`src/rtl/domain_cross_pkg.sv`:
```
// Shared definitions for the time-shared level synchroniser scheduler:
// FSM encoding, default chain depth and a constant-friendly clog2.
package domain_cross_pkg;

  localparam int DEFAULT_DOMAIN_CROSS_REGS = 32'sd3;

  typedef enum logic [1:0] {
    ST_IDLE    = 2'd0,
    ST_LOAD    = 2'd1,
    ST_WAIT    = 2'd2,
    ST_CAPTURE = 2'd3
  } dcs_state_e;

  // Ceiling log2; returns 0 for values of 0 or 1.
  function automatic int clog2(input int value);
    int result;
    int v;
    result = 32'sd0;
    v      = (value > 32'sd1) ? (value - 32'sd1) : 32'sd0;
    while (v > 32'sd0) begin
      result = result + 32'sd1;
      v      = v >> 1;
    end
    return result;
  endfunction

endpackage

```
`src/rtl/level_change_domain.sv`:
```
// Single-bit synchroniser chain of STAGES flops, shared by all requesters.
module level_change_domain #(
  parameter int STAGES = 3
) (
  input  logic SystemClk,
  input  logic SystemRst_n,
  input  logic chain_in,
  output logic chain_out
);

  logic [STAGES-1:0] stage_r;

  // Shift the level one stage per clock.
  always_ff @(posedge SystemClk or negedge SystemRst_n) begin
    if (!SystemRst_n) begin
      stage_r <= '0;
    end else begin
      stage_r[0] <= chain_in;
      for (int i = 1; i < STAGES; i++) begin
        stage_r[i] <= stage_r[i-1];
      end
    end
  end

  assign chain_out = stage_r[STAGES-1];

endmodule

```
`src/rtl/domain_cross_scheduler.sv`:
```
// Round-robin scheduler that time-shares one level_change_domain chain
// between NUM_REQ level signals, capturing each result into its own register.
module domain_cross_scheduler
  import domain_cross_pkg::*;
#(
  parameter int NUM_REQ                     = 4,
  parameter int number_of_domain_cross_regs = DEFAULT_DOMAIN_CROSS_REGS
) (
  input  logic               SystemClk,
  input  logic               SystemRst_n,
  input  logic [NUM_REQ-1:0] req,
  input  logic [NUM_REQ-1:0] signal_in,
  output logic [NUM_REQ-1:0] grant,
  output logic [NUM_REQ-1:0] done,
  output logic [NUM_REQ-1:0] signal_out,
  output logic               busy
);

  localparam int R  = number_of_domain_cross_regs;
  localparam int CW = clog2(R + 32'sd1);
  localparam int PW = (clog2(NUM_REQ) > 32'sd1) ? clog2(NUM_REQ) : 32'sd1;
  localparam logic [NUM_REQ-1:0] ONE = NUM_REQ'(1'b1);

  dcs_state_e          state_r, state_nxt;
  logic [PW-1:0]       w_r, w_nxt;
  logic [PW-1:0]       ptr_r, ptr_nxt;
  logic [CW-1:0]       cnt_r, cnt_nxt;
  logic                load_r, load_nxt;
  logic [NUM_REQ-1:0]  grant_r, grant_nxt;
  logic [NUM_REQ-1:0]  done_r, done_nxt;
  logic [NUM_REQ-1:0]  sout_r, sout_nxt;
  logic                busy_r, busy_nxt;

  logic                found_s;
  logic [PW-1:0]       win_s;
  logic [NUM_REQ-1:0]  onehot_w_s;
  logic [NUM_REQ-1:0]  onehot_win_s;
  logic                chain_out_s;

  level_change_domain #(
    .STAGES (R)
  ) u_chain (
    .SystemClk   (SystemClk),
    .SystemRst_n (SystemRst_n),
    .chain_in    (load_r),
    .chain_out   (chain_out_s)
  );

  // Round-robin pick: first pass covers ptr..NUM_REQ-1, second pass wraps to 0..ptr-1.
  always_comb begin
    found_s = 1'b0;
    win_s   = '0;
    for (int j = 0; j < NUM_REQ; j++) begin
      if (!found_s && req[j] && (j >= int'(ptr_r))) begin
        found_s = 1'b1;
        win_s   = PW'(j);
      end else begin
        found_s = found_s;
      end
    end
    for (int j = 0; j < NUM_REQ; j++) begin
      if (!found_s && req[j]) begin
        found_s = 1'b1;
        win_s   = PW'(j);
      end else begin
        found_s = found_s;
      end
    end
  end

  assign onehot_w_s   = ONE << w_r;
  assign onehot_win_s = ONE << win_s;

  // Next-state and next-output logic for the transfer sequence.
  always_comb begin
    state_nxt = state_r;
    w_nxt     = w_r;
    ptr_nxt   = ptr_r;
    cnt_nxt   = cnt_r;
    load_nxt  = load_r;
    grant_nxt = grant_r;
    done_nxt  = '0;
    sout_nxt  = sout_r;
    busy_nxt  = busy_r;
    case (state_r)
      ST_IDLE: begin
        if (found_s) begin
          w_nxt     = win_s;
          grant_nxt = onehot_win_s;
          busy_nxt  = 1'b1;
          state_nxt = ST_LOAD;
        end else begin
          grant_nxt = '0;
          busy_nxt  = 1'b0;
        end
      end
      ST_LOAD: begin
        load_nxt  = |(signal_in & onehot_w_s);
        cnt_nxt   = CW'(R);
        state_nxt = ST_WAIT;
      end
      ST_WAIT: begin
        cnt_nxt = cnt_r - CW'(1'b1);
        if (cnt_r == CW'(1'b1)) begin
          done_nxt  = onehot_w_s;
          state_nxt = ST_CAPTURE;
        end else begin
          state_nxt = ST_WAIT;
        end
      end
      ST_CAPTURE: begin
        sout_nxt  = (sout_r & ~onehot_w_s) | (chain_out_s ? onehot_w_s : '0);
        ptr_nxt   = (w_r == PW'(NUM_REQ - 32'sd1)) ? '0 : (w_r + PW'(1'b1));
        grant_nxt = '0;
        busy_nxt  = 1'b0;
        state_nxt = ST_IDLE;
      end
      default: begin
        grant_nxt = '0;
        busy_nxt  = 1'b0;
        state_nxt = ST_IDLE;
      end
    endcase
  end

  // State and output registers; reset discards any in-flight transfer.
  always_ff @(posedge SystemClk or negedge SystemRst_n) begin
    if (!SystemRst_n) begin
      state_r <= ST_IDLE;
      w_r     <= '0;
      ptr_r   <= '0;
      cnt_r   <= '0;
      load_r  <= 1'b0;
      grant_r <= '0;
      done_r  <= '0;
      sout_r  <= '0;
      busy_r  <= 1'b0;
    end else begin
      state_r <= state_nxt;
      w_r     <= w_nxt;
      ptr_r   <= ptr_nxt;
      cnt_r   <= cnt_nxt;
      load_r  <= load_nxt;
      grant_r <= grant_nxt;
      done_r  <= done_nxt;
      sout_r  <= sout_nxt;
      busy_r  <= busy_nxt;
    end
  end

  assign grant      = grant_r;
  assign done       = done_r;
  assign signal_out = sout_r;
  assign busy       = busy_r;

endmodule

```
`config.mk`:
```
export PLATFORM = sky130hd
export DESIGN_NAME = domain_cross_scheduler
export DESIGN_NICKNAME = d
export VERILOG_FILES = /design/src/rtl/domain_cross_pkg.sv /design/src/rtl/level_change_domain.sv /design/src/rtl/domain_cross_scheduler.sv
export SDC_FILE = /design/constraint.sdc
export NUM_CORES = 1
export LEC_CHECK = 0
export CORE_MARGIN = 2
export CORE_UTILIZATION = 35
export CTS_BUF_LIST = sky130_fd_sc_hd__clkbuf_16
export DETAILED_ROUTE_END_ITERATION = 10
export PLACE_DENSITY_LB_ADDON = 0.15
export SYNTH_ARGS = -nofsm -noshare
export SYNTH_HDL_FRONTEND = slang
export SYNTH_HIERARCHICAL = 1
export SYNTH_SLANG_ARGS = --single-unit
```
`constraint.sdc`:
```
create_clock -name SystemClk -period 3.65 [get_ports SystemClk]
set_input_delay 0.73 -clock SystemClk [delete_from_list [all_inputs] [get_ports SystemClk]]
set_output_delay 0.73 -clock SystemClk [all_outputs]
set_load 0.005 [all_outputs]
```
==> metrics.md <==
| Metric | Value |
|---|---|
| Clock transition at the registers of the reported paths | `0.06 ns` |
| Die W | `61.5 um` |
| Core box area | `3100 um2` |
| Detailed Place HPWL | `1.64 mm` |
| Worst Tran Pin Value | `1.09 ns` |
| Synthesized area | `1160 um2` |
| GR Overflow Total | `0` |
| Drt drc | `0` |
| Count of different cell masters after synthesis | `27` |
| Final hold violations | `0` |
| Tightest Hold Check Type | `flip-flop to flip-flop` |
| Sink Count | `25` |
| Max-Cap Viols | `0` |
| Crit path DAT | `2.17 ns` |
| Top Metal Used | `met4` |
| Asr flop ratio synth | `1.00` |
| R2R Path Start | `state_r[0]` |
| Skew final | `0.00245 ns` |
| CTS resizes | `0` |
| Post-Synth Adder-Cell Area | `0.108` |
| Most frequent cell after synthesis | `dfrtp_1` |
| # IOs | `23` |
| Synth top area share | `0.540` |
| # diodes | `0` |
| Highest clock rate | `0.491 GHz` |
| Fin crit share | `0.558` |
| Post-synthesis mux area share | `0.0680` |
| DR WL/cell | `12.5 um` |
| EDFF count, synth | `0` |
| CP Max Fanout | `4` |
| P per Cell Area | `811 nW/um2` |
| Setup crit end kind | `flip-flop` |
| Final RePlAce weighted congestion | `0.700` |
| Detail Route met2 WL | `1.08 mm` |
| Max_slew headroom | `0.273` |
| Setup ws final | `1.61 ns` |
| Met3 wire len | `90 um` |
| Reg-to-reg slack, setup | `1.96 ns` |
| Post-CTS setup buffers | `0` |
| H-Tree Depth | `1` |
| CTS Buf Count | `3` |
| Syn nets | `122` |
| Leak | `0.686 nW` |
| Area delta synth->final | `29.8%` |
| Detailed Routing Iterations Pass 1 | `4` |
| Die Y-Extent | `61.5 um` |
| Startpoint types | `primary input` |
| IO buf count | `22` |
| Routed Antenna Nets | `0` |
| First-pass GRT wire length | `3.70 mm` |
| Crit path from | `req[0]` |
| Synth area leaders | `dfrtp_1, ha_1, mux2_2` |
| Largest family of logic cells by synthesized area | `simple AND/OR/NAND/NOR gates` |
| Hold_buf cts | `0` |
| Post-synthesis register bit count | `25` |
| Placed cell area | `1430 um2` |
| CP required | `3.79 ns` |
| Met1 wire length | `937 um` |
| RSZ-0062 raised after global routing | `no` |
| Worst setup path end | `w_r[1]` |
| Post-synth top flop | `dfrtp_1` |
| Reg2Reg Capture Point | `grant[0]` |
| CTS tree | `yes` |
| Sequential area share after synthesis | `0.540` |
| DP Worst Slack | `1.35 ns` |
| Number of global-route vias before repair | `841` |
| Final Max Slew Viols | `0` |
| Total track usage | `0.136` |
| Cell taking the most area after synthesis | `dfrtp_1` |
| Starting Density | `0.373` |
| Worst reg-to-reg path cell count | `4` |
| Min cycle time layout | `2.04 ns` |
| Initial DRC count | `24` |
| Largest net degree at the start of global routing | `26` |
| Cell area after layout | `1500 um2` |
| Setup tns final | `0 ns` |
| Drt via density | `4.70` |
| Post-Synth Simple-Gate Area | `0.130` |
| Num rows | `20` |
| Final wirelength | `2.13 mm` |
| Peak VDD IR | `0.000348 V` |
| Initial antenna violation count | `0` |
| Worst skew pair latency | `0.25 ns` |
| Total number of vias | `799` |
| Setup CP Type | `primary input to flip-flop` |
| Cells after Synth | `102` |
| Outcome | `completed` |
| CTS max path bufs | `2` |
| Post-Synth XOR/XNOR Area | `0` |
| Share of layout cells above drive strength 1 | `0.103` |
| Die Footprint | `3790 um2` |
| Final net count | `147` |
| Yosys warns | `6` |
| Final setup violation count | `0` |
| Post-Syn Area per Cell | `11.4 um2` |
| Root Buffer | `clkbuf_16` |
| Power, Total | `1.22 mW` |
| Top cells by count, synth | `dfrtp_1, nand2_1, ha_1, inv_1, mux2_2` |
| Compound-Gate Fraction of Synth Area | `0.118` |
-- cells in the final DEF (no fill, tap or decap), drive strengths merged --
master	instances
a211o	1
a211oi	1
a21oi	5
a22oi	2
a31oi	1
a32o	2
and3	4
clkbuf	3
clkdlybuf4s50	22
dfrtp	25
ha	10
inv	10
mux2	7
nand2	11
nand2b	3
nand3	1
nor2	5
nor3	2
nor3b	1
nor4	1
o21a	1
o21ai	4
o22ai	1
o31ai	2
or3	1
-- worst min path at each step --
stage                        from            endpoint  slack [ns]  cells after the start
6_report       u_chain/stage_r[1]  u_chain/stage_r[2]        0.35                      0
5_1_grt        u_chain/stage_r[1]  u_chain/stage_r[2]        0.37                      0
4_1_cts        u_chain/stage_r[1]  u_chain/stage_r[2]        0.36                      0
3_5_place_dp   u_chain/stage_r[1]  u_chain/stage_r[2]        0.34                      0
3_3_place_gp   u_chain/stage_r[0]  u_chain/stage_r[1]        0.33                      0
2_1_floorplan  u_chain/stage_r[0]  u_chain/stage_r[1]        0.33                      0
-- per-layer routing --
layer	global-route usage	vias up
li1	-	398
met1	0.168	387
met2	0.227	12
met3	0.0504	2
met4	0.0274	0
met5	0	-
-- layout make-up --
class	count	area [um2]
Clock buffer	3	75.1
Sequential cell	25	626
Multi-Input combinational cell	66	490
Fill cell	331	1600
Clock inverter	1	3.75
Tap cell	44	55.1
Inverter	9	33.8
Timing Repair Buffer	22	220
-- kinds of logic (layout without fill, tap and decap cells) --
logic type	Yosys count	in the layout
AOI/OAI and AO/OA	20	20
adders and majority gates	10	10
buffers and inverters	11	35
DFF	25	25
muxes	7	7
and+or+nand+nor	29	29
-- metrics by stage --
step | cells | hold slack (ns) | util
floorplan | 102 | 0.331 | -
global placement | 166 | 0.335 | 0.459
detailed placement | 166 | 0.339 | 0.459
CTS | 170 | 0.356 | 0.485
global route | 170 | 0.369 | 0.485
finish | 170 | 0.353 | 0.485
-- worst max-delay path, cell delays in order --
cell             delay (ns)
clkdlybuf4s50_1        0.48
nor4_2                 0.43
nand2b_1               0.20
mux2_2                 0.34
-- report_power, final --
part / leakage (nW) / switching, mW / internal, mW
Clock: 0.0423 / 0.0857 / 0.146
Sequential: 0.305 / 0.0764 / 0.396
Combinational: 0.338 / 0.249 / 0.267
Power figures use the tool's default switching activity.
